$ cat config.mk
export PLATFORM = sky130hd
export DESIGN_NAME = cntr8
export DESIGN_NICKNAME = d
export VERILOG_FILES = /design/src/rtl/cntr8.sv
export SDC_FILE = /design/constraint.sdc
export NUM_CORES = 1
export LEC_CHECK = 0
export CELL_PAD_IN_SITES_DETAIL_PLACEMENT = 1
export CELL_PAD_IN_SITES_GLOBAL_PLACEMENT = 1
export CORE_MARGIN = 4
export CORE_UTILIZATION = 34
export DETAILED_ROUTE_END_ITERATION = 16
export PLACE_DENSITY_LB_ADDON = 0.2
export SLEW_MARGIN = 40
export SYNTH_ARGS = -nofsm -noshare
export SYNTH_HDL_FRONTEND = slang
export SYNTH_SLANG_ARGS = --single-unit
$ cat constraint.sdc
create_clock -name clk -period 3.1 [get_ports clk]
set_clock_uncertainty 0.05 [all_clocks]
set_input_delay 0.775 -clock clk [delete_from_list [all_inputs] [get_ports clk]]
set_output_delay 0.775 -clock clk [all_outputs]
set_load 0.03 [all_outputs]
$ cat src/rtl/cntr8.sv
// 8-bit loadable up/down counter with a six-state step-selecting FSM.
// Two 4-bit carry look-ahead slices add the step (+1, +2, -1, -2) to the count.

module cla4 (
    input  logic [3:0] a_i,
    input  logic [3:0] b_i,
    input  logic       ci_i,
    output logic [3:0] s_o,
    output logic       co_o
);
    logic [3:0] g;
    logic [3:0] p;
    logic [3:0] c;

    assign g = a_i & b_i;
    assign p = a_i ^ b_i;

    // Every carry is flattened to generate/propagate terms, so no carry ripples inside the slice.
    assign c[0] = ci_i;
    assign c[1] = g[0] | (p[0] & ci_i);
    assign c[2] = g[1] | (p[1] & g[0]) | (p[1] & p[0] & ci_i);
    assign c[3] = g[2] | (p[2] & g[1]) | (p[2] & p[1] & g[0]) | (p[2] & p[1] & p[0] & ci_i);
    assign co_o = g[3] | (p[3] & g[2]) | (p[3] & p[2] & g[1]) | (p[3] & p[2] & p[1] & g[0])
                | (p[3] & p[2] & p[1] & p[0] & ci_i);

    assign s_o = p ^ c;
endmodule

module cntr8 (
    input  logic       clk,
    input  logic       reset,
    input  logic       inc,
    input  logic       load,
    input  logic [7:0] d_in,
    output logic [7:0] d_out,
    output logic [2:0] o_state,
    output logic       o_wrap
);
    typedef enum logic [2:0] {
        S_IDLE = 3'b000,
        S_LOAD = 3'b001,
        S_INC  = 3'b010,
        S_INC2 = 3'b011,
        S_DEC  = 3'b100,
        S_DEC2 = 3'b101
    } state_e;

    state_e     state_q, state_d;
    logic [7:0] count_q, count_d;
    logic       wrap_q, wrap_d;

    logic [7:0] step;
    logic [7:0] sum;
    logic       carry_lo;
    logic       carry_hi;

    // NOTE: every always_comb output gets a default first; a missing branch would otherwise infer a latch.
    always_comb begin
        state_d = S_IDLE;
        if (load) begin
            state_d = S_LOAD;
        end else begin
            case (state_q)
                S_IDLE, S_LOAD: state_d = inc ? S_INC  : S_DEC;
                S_INC:          state_d = inc ? S_INC2 : S_DEC;
                S_INC2:         state_d = inc ? S_INC  : S_DEC;
                S_DEC:          state_d = inc ? S_INC  : S_DEC2;
                S_DEC2:         state_d = inc ? S_INC  : S_DEC;
                default:        state_d = S_IDLE;
            endcase
        end
    end

    // Down steps are two's-complement adds; the borrow is the inverted carry-out.
    always_comb begin
        step = 8'h00;
        case (state_d)
            S_INC:   step = 8'h01;
            S_INC2:  step = 8'h02;
            S_DEC:   step = 8'hFF;
            S_DEC2:  step = 8'hFE;
            default: step = 8'h00;
        endcase
    end

    cla4 u_cla_lo (
        .a_i  (count_q[3:0]),
        .b_i  (step[3:0]),
        .ci_i (1'b0),
        .s_o  (sum[3:0]),
        .co_o (carry_lo)
    );

    cla4 u_cla_hi (
        .a_i  (count_q[7:4]),
        .b_i  (step[7:4]),
        .ci_i (carry_lo),
        .s_o  (sum[7:4]),
        .co_o (carry_hi)
    );

    always_comb begin
        count_d = count_q;
        wrap_d  = 1'b0;
        case (state_d)
            S_LOAD:        count_d = d_in;
            S_INC, S_INC2: begin
                count_d = sum;
                wrap_d  = carry_hi;
            end
            S_DEC, S_DEC2: begin
                count_d = sum;
                wrap_d  = ~carry_hi;
            end
            default: begin
                count_d = count_q;
                wrap_d  = 1'b0;
            end
        endcase
    end

    // NOTE: sequential state uses non-blocking assignments so all registers sample the same pre-edge values.
    always_ff @(posedge clk or posedge reset) begin
        if (reset) begin
            state_q <= S_IDLE;
            count_q <= 8'h00;
            wrap_q  <= 1'b0;
        end else begin
            state_q <= state_d;
            count_q <= count_d;
            wrap_q  <= wrap_d;
        end
    end

    assign d_out   = count_q;
    assign o_state = state_q;
    assign o_wrap  = wrap_q;
endmodule

==> impl_summary.txt, run 1 <==
----------------------------------------------------
[Worst hold path]
  Startpoint of the tightest hold check path ... o_state[0]
  Worst min-delay path category ... reg -> reg

[Power and ir drop]
  Static leakage ... about 0.00063 uW
  Tot Pwr ... 698 uW
  Power per cell area ... between 500 and 600 mW/mm^2
  Peak supply drop ... 0.323 mV

[Global routing]
  Vias in the first global route ... around 930
  Overflow left after global routing ... 0
  Initial antenna violation count ... 0
  Maximum number of pins on one net before global-route repair ... 19
  Aggregate global-route resource usage ... 0.169
  Global-route wire length before repair ... 4370 um

[Final layout]
  Top library cells by usage in the layout, fill and taps aside ... clkdlybuf4s50_1, buf_4, dfrtp_1
  Util after Layout ... 0.552
  Number of nets in the finished design ... 156
  Layout-stage area growth over the synthesis result ... 48.7%
  Most common cell after layout, fill and taps aside ... clkdlybuf4s50_1
  Number of filler cells placed in the layout ... 279
  Antenna diode count ... 0
  Share of cells above drive strength 1 ... 0.188

[Timing]
  Number of pins exceeding their max-slew limit in the final report ... 0
  Minimum clock period ... 2.91 ns
  Share of the clock period used by the worst path after layout ... 0.939
  Fin Hold WS ... 0.490 ns
  Final-report hold violation count ... 0
  Actual slew at the worst max-slew pin ... 0.506 ns
  Max transition margin ... 0.662
  Peak Freq ... 344 MHz
  Count of final setup violators ... 0
  Final critical-path setup slack ... 0.189 ns
  Setup repair after global routing missed its margin ... false
  Setup TNS after final layout ... 0 ns

[Synth]
  Top-area cell type share of the netlist area ... 0.349
  Most common flop cell mapped by yosys ... dfrtp_1
  Number of flops mapped to enable cells by yosys ... 0
  Distinct cell type count of the synthesized netlist ... 28
  Dominant cell type by area after synthesis ... dfrtp_1
  Avg Cell Area, Syn ... 9.06 sq um
  Post-synthesis instance total ... 95
  Number of storage elements in the synthesis netlist ... 12
  Yosys synthesis warning count ... 0
  Dominant cells by area after synthesis ... dfrtp_1, ha_1, nand2_1
  Syn_nets ... 117
  Portion of the post-synthesis area used by sequential elements ... 0.349
  Share of async-settable or async-resettable flops after synthesis ... 1.00
  Cell area after technology mapping ... 861 sq um

[Floorplanning]
  Die footprint ... 0.00340 sq mm
  Core footprint ... 0.00232 sq mm
  Initial core utilization ... 0.371
  Die width ... 58.3 um
  Floorplan die height ... 58.3 um
  Number of rows in the core area ... 17
  Num ports ... 24

[CTS]
  Clock root buffer master ... clkbuf_4
  Clock transition at the registers of the reported paths ... 0.09 ns
  Cts bufs inserted ... 3
  Insertion delay to the later sink of the worst-skew pair ... 0.29 ns
  CTS Buffer Depth ... 2
  Post-CTS Setup Inserts ... 0
  CTS tree ... done
  Clock sinks ... 12
  Maximum level of the CTS H-tree ... 1

[Routing]
  Vias post-DR ... 881
  First-pass detailed-route iteration total ... 4
  Overall routed net length ... 2660 um
  Iteration-0 DRC count of the detailed router ... 8
  Final ANT Viol Nets ... 0
  # DRC ... 0
  Routed length per instance ... 16.5 um
  Vias per std cell ... ~5.5

[Setup path]
  Worst Path Required ... approximately 3.2 ns
  Endpoint arrival time on the critical path ... 3.03 ns
  Type of origin of the critical path ... primary input
  Worst R2R Start ... o_state[1]
  Reg-to-reg setup timing slack ... 0.58 ns
  Critical path endpoint category ... flop
  Critical Path Start ... load
  Critical Path Fanout Max ... 4
  Crit Path Class ... in -> reg

[Place]
  Global placement routability congestion ... 0.756
  Half-perimeter wire length after detailed placement ... 1980 um
  Post-Place Setup Slack ... -0.250 ns
  # port buffers ... 23

[Run]
  Number of violations of the max-capacitance limit ... 0

[Status]
  Outcome ... complete, no violations

----------------------------------------------------
[cell type report]
| cell class | instances | area (sq um) | area share |
|---|---|---|---|
| well taps | 28 | 35.0 | 0.0274 |
| flip-flops and latches | 12 | 300 | 0.235 |
| multi-input cells | 74 | 544 | 0.425 |
| inverters | 5 | 18.8 | 0.0147 |
| clock buffers | 4 | 36.3 | 0.0283 |
| repair buffers | 38 | 345 | 0.270 |
[final timing paths]
check                        endpoint  cells past startpoint
max                          d_out[5]                     11
min                        o_state[0]                      1
max reg2reg                  d_out[5]                     11
min reg2reg                o_state[0]                      1
max in group asynchronous    d_out[3]                      2
min in group asynchronous  o_state[2]                      2
[logic make-up after synthesis]
kind of cell               Yosys count  share of synthesized area
xor gates and xnor gates             3                     0.0305
muxes                                4                     0.0480
DFF                                 12                      0.349
adders and majority gates           10                      0.163
AOI/OAI and AO/OA                   27                      0.203
buffers and inverters                9                     0.0407
and+or+nand+nor                     30                      0.166
[layer usage]
layer  vias to the layer above  global-route usage  wire, um
li1                        413                   -         -
met5                         -                   0         0
met2                        24               0.308      1410
met1                       438               0.191      1080
met3                         6              0.0439       148
met4                         0              0.0497        30
[sequential cells by signal, indices dropped and copies added (netlist names)]
name / cells
d_out: 8
o_state: 3
o_wrap: 1
[cells in the mapped netlist (all sizes together), types with 3 or more instances]
| master | n |
|---|---|
| dfrtp | 12 |
| nand2 | 11 |
| a21oi | 8 |
| ha | 8 |
| nor2 | 8 |
| o21ai | 8 |
| inv | 5 |
| nand2b | 4 |
| clkbuf | 3 |
| mux2i | 3 |
| xnor2 | 3 |
[where the power goes]
group / internal (uW) / leakage [uW] / switching (uW)
sequential: 183 / 0.000145 / 26.6
combinational: 169 / 0.000461 / 182
clock: 71.6 / 0.0000210 / 65.4
total: 423 / 0.000627 / 274
[metrics by stage]
stage / std cells / instance area [sq um]
floorplan: 95 / 863
global placement: 157 / 1220
detailed placement: 157 / 1220
CTS: 161 / 1260
global route: 161 / 1280
finish: 161 / 1280
[critical path, cell delays in order]
cell and delay [ns]:
clkdlybuf4s50_1 0.42, nand2b_4 0.18, nor2_4 0.16, ha_1 0.28, a41o_1 0.25, o21bai_1 0.20
fa_1 0.39, xnor2_1 0.15, nand2_1 0.06, o21ai_0 0.07, o21ai_0 0.09
[what timing repair did]
action | in CTS | in global routing
gates resized for setup | 0 | 5
setup endpoints to repair | 0 | 2
hold buffers | 0 | 0
endpoints found under the hold margin | 0 | 0
Power figures use the tool's default switching activity.
==> run 2: changes to the inputs <==
CORE_UTILIZATION = 37   (was 34)
SYNTH_HIERARCHICAL = 1   (was unset)
==> run 2 against run 1 <==
Global-route usage fell by 1.2 points. Cell area rose by 7.5%. Clock power fell by 7%. Fmax fell by 0.55%. Critical path type unchanged. Highest routed layer unchanged.
==> impl_summary.txt, run 2 <==
----------------------------------------------------
[Setup path]
  Type of origin of the critical path ... primary input
  Slowest CP cell ... fa_1
  Critical path endpoint category ... flop
  Critical Path Start ... inc
  Endpoint of the most critical register-to-register path ... o_wrap
  Worst Path Required ... 3.23 ns
  Critical Path Fanout Max ... 6
  Crit Path Class ... in -> reg
  Reg-to-reg setup timing slack ... 0.28 ns
  Last element of the critical path ... d_out[5]
  Cells along the critical path ... dlygate4sd2_1, buf_4, a221oi_2, ha_1, a21o_1, a31o_1, a21o_1, inv_1, fa_1, xnor2_1, inv_1, o311ai_2
  Worst reg2reg path depth ... 11
  Endpoint arrival time on the critical path ... 3.06 ns
  Worst R2R Start ... o_state[1]
  Slowest stage delay, CP ... 0.37 ns

[Floorplanning]
  Initial core utilization ... 0.397
  Num ports ... 24
  Die width ... 60.3 um
  Floorplan die height ... ~60 um
  Core footprint ... 0.00254 sq mm
  Number of rows in the core area ... 18
  Die footprint ... 0.00363 sq mm

[Timing]
  Count of final setup violators ... 0
  Final-report hold violation count ... 0
  Fin Hold WS ... 0.562 ns
  Max transition margin ... 0.659
  Actual slew at the worst max-slew pin ... 0.511 ns
  Share of the clock period used by the worst path after layout ... 0.944
  Number of pins exceeding their max-slew limit in the final report ... 0
  Peak Freq ... about 340 MHz
  Setup repair after global routing missed its margin ... false
  Minimum clock period ... just under 3 ns

[Final layout]
  Area used by multi-input combinational logic ... 606 sq um
  Number of filler cells placed in the layout ... 288
  Sequential cell area ... 300 sq um
  Antenna diode count ... 0
  Number of nets in the finished design ... 158
  Share of cells above drive strength 1 ... 0.200
  Layout-stage area growth over the synthesis result ... 36.1%
  Most common cell after layout, fill and taps aside ... clkdlybuf4s50_1
  Top library cells by usage in the layout, fill and taps aside ... clkdlybuf4s50_1, inv_1, buf_4
  Final standard cell area without fillers ... 0.00138 sq mm
  Largest register FFs ... 8
  Util after Layout ... 0.541

[Synth]
  Distinct cell type count of the synthesized netlist ... 29
  Most common flop cell mapped by yosys ... dfrtp_1
  Number of flops mapped to enable cells by yosys ... 0
  Dominant cells by area after synthesis ... dfrtp_1, ha_1, o311ai_2
  Cell area after technology mapping ... 0.00101 sq mm
  Yosys synthesis warning count ... 6
  Number of storage elements in the synthesis netlist ... 12
  Top-area cell type share of the netlist area ... 0.297
  Share of async-settable or async-resettable flops after synthesis ... 1.00
  Portion of the post-synthesis area used by sequential elements ... 0.297
  Avg Cell Area, Syn ... about 10 sq um
  Dominant cell type by area after synthesis ... dfrtp_1
  Post-synthesis instance total ... 101
  Most common library cells after synthesis ... inv_1, dfrtp_1, ha_1, nand2_1, nand4b_1
  Cell with the most instances after synthesis ... inv_1

[Status]
  Outcome ... complete, no violations

[Place]
  # port buffers ... 23
  Global placement routability congestion ... ~0.76
  Post-Place Cell Area ... roughly 0.0013 sq mm
  Half-perimeter wire length after detailed placement ... 1980 um

[Routing]
  Overall routed net length ... around 2500 um
  First-pass detailed-route iteration total ... 4
  Routed length per instance ... 15.4 um
  Final ANT Viol Nets ... 0
  Iteration-0 DRC count of the detailed router ... 21
  Vias post-DR ... 845
  # DRC ... 0
  Vias per std cell ... 5.12

[Run]
  Number of violations of the max-capacitance limit ... 0

[CTS]
  Hold-fix buffer count after cts ... 0
  Clock transition at the registers of the reported paths ... 0.08 ns
  CTS tree ... done
  CTS Buffer Depth ... 2
  Post-CTS Setup Inserts ... 0
  Insertion delay to the later sink of the worst-skew pair ... 0.27 ns
  Clock sinks ... 12
  Clock root buffer master ... clkbuf_4
  Cts bufs inserted ... 3
  Maximum level of the CTS H-tree ... 1

[Global routing]
  Aggregate global-route resource usage ... 0.156
  Initial antenna violation count ... 0
  Overflow left after global routing ... 0
  Vias in the first global route ... 902
  Maximum number of pins on one net before global-route repair ... 22
  Global-route wire length before repair ... about 4300 um

[Power and ir drop]
  Static leakage ... 0.000665 uW
  Sequential fraction of design power ... 0.293
  Power per cell area ... roughly 540 mW/mm^2
  P_sw ... 287 uW
  Fraction of power consumed by the clock network ... 0.172
  Fraction of power spent switching nets ... 0.389
  Peak supply drop ... 0.265 mV
  Share of total power in combinational logic ... 0.535
  Internal power ... ~450 uW

[Worst hold path]
  Worst min-delay path category ... reg -> reg

----------------------------------------------------
-- run 2: changes by cell type after synthesis, sizes merged, moves of 6 or more --
cell / previous run / this run
inv: 5 / 18
nand4b: 0 / 8
o21ai: 8 / 0
a21oi: 8 / 2
nor2: 8 / 0
o311ai: 0 / 8
-- run 2: power by group through the flow --
stage               logic (uW)  registers, uW  clock network, uW
finish                     395            216                127
global route               436            222                143
CTS                        399            217                134
detailed placement         398            219                  0
global placement           383            218                  0
floorplan                  194            273                  0
-- run 2: repair_timing --
action                                  4_1_cts  5_1_grt
endpoints found under the setup margin        3        5
pin swaps                                     1        0
gates resized for setup                       1        2
hold endpoints to repair                      0        0
-- run 2: worst min path at each step --
stage | from | to | slack [ns] | cells after the start
after global routing | d_out[6] | d_out[6] | 0.60 | 2
after detailed placement | d_out[2] | d_out[2] | 0.54 | 2
after global placement | d_out[2] | d_out[2] | 0.53 | 2
final | d_out[6] | d_out[6] | 0.56 | 2
after floorplan | reset | d_out[0] | 0.59 | 1
after CTS | d_out[2] | d_out[2] | 0.57 | 2
-- run 2: cell families after synthesis --
group	share of synthesized area
buf+inv	0.119
simple gates	0.158
compound gates	0.223
flops	0.297
fa+ha+maj	0.139
xor+xnor	0.0606
other cells	0.00371
-- run 2: area by class of cell --
| type | instances | share of cell area |
|---|---|---|
| inverters | 18 | 0.0491 |
| clock buffers | 4 | 0.0264 |
| repair buffers | 36 | 0.239 |
| well taps | 30 | 0.0273 |
| multi-input cells | 65 | 0.440 |
| flip-flops and latches | 12 | 0.218 |
-- run 2: worst max-delay path: cells and delay by family --
kind | cells | cell delay [ns]
AO/OA/AOI/OAI | 5 | 0.94
buffers and inverters | 4 | 0.58
adder cells (fa/ha/maj) | 2 | 0.56
XOR/XNOR | 1 | 0.18
-- run 2: stage by stage --
step           setup WS [ns]  setup TNS (ns)  std cells  total power (uW)
3_3_place_gp          -0.262           -1.08        161               602
3_5_place_dp          -0.321           -1.36        161               617
4_1_cts               0.0192               0        165               750
2_1_floorplan        0.00128               0        102               467
5_1_grt               0.0333               0        165               801
6_report               0.173               0        165               739
-- run 2: per-layer routing --
metal	wire, um	GRT usage	vias up
met5	0	0	-
met3	76	0.0108	2
met2	1290	0.269	12
li1	-	-	419
met4	12	0.0475	0
met1	1170	0.207	412
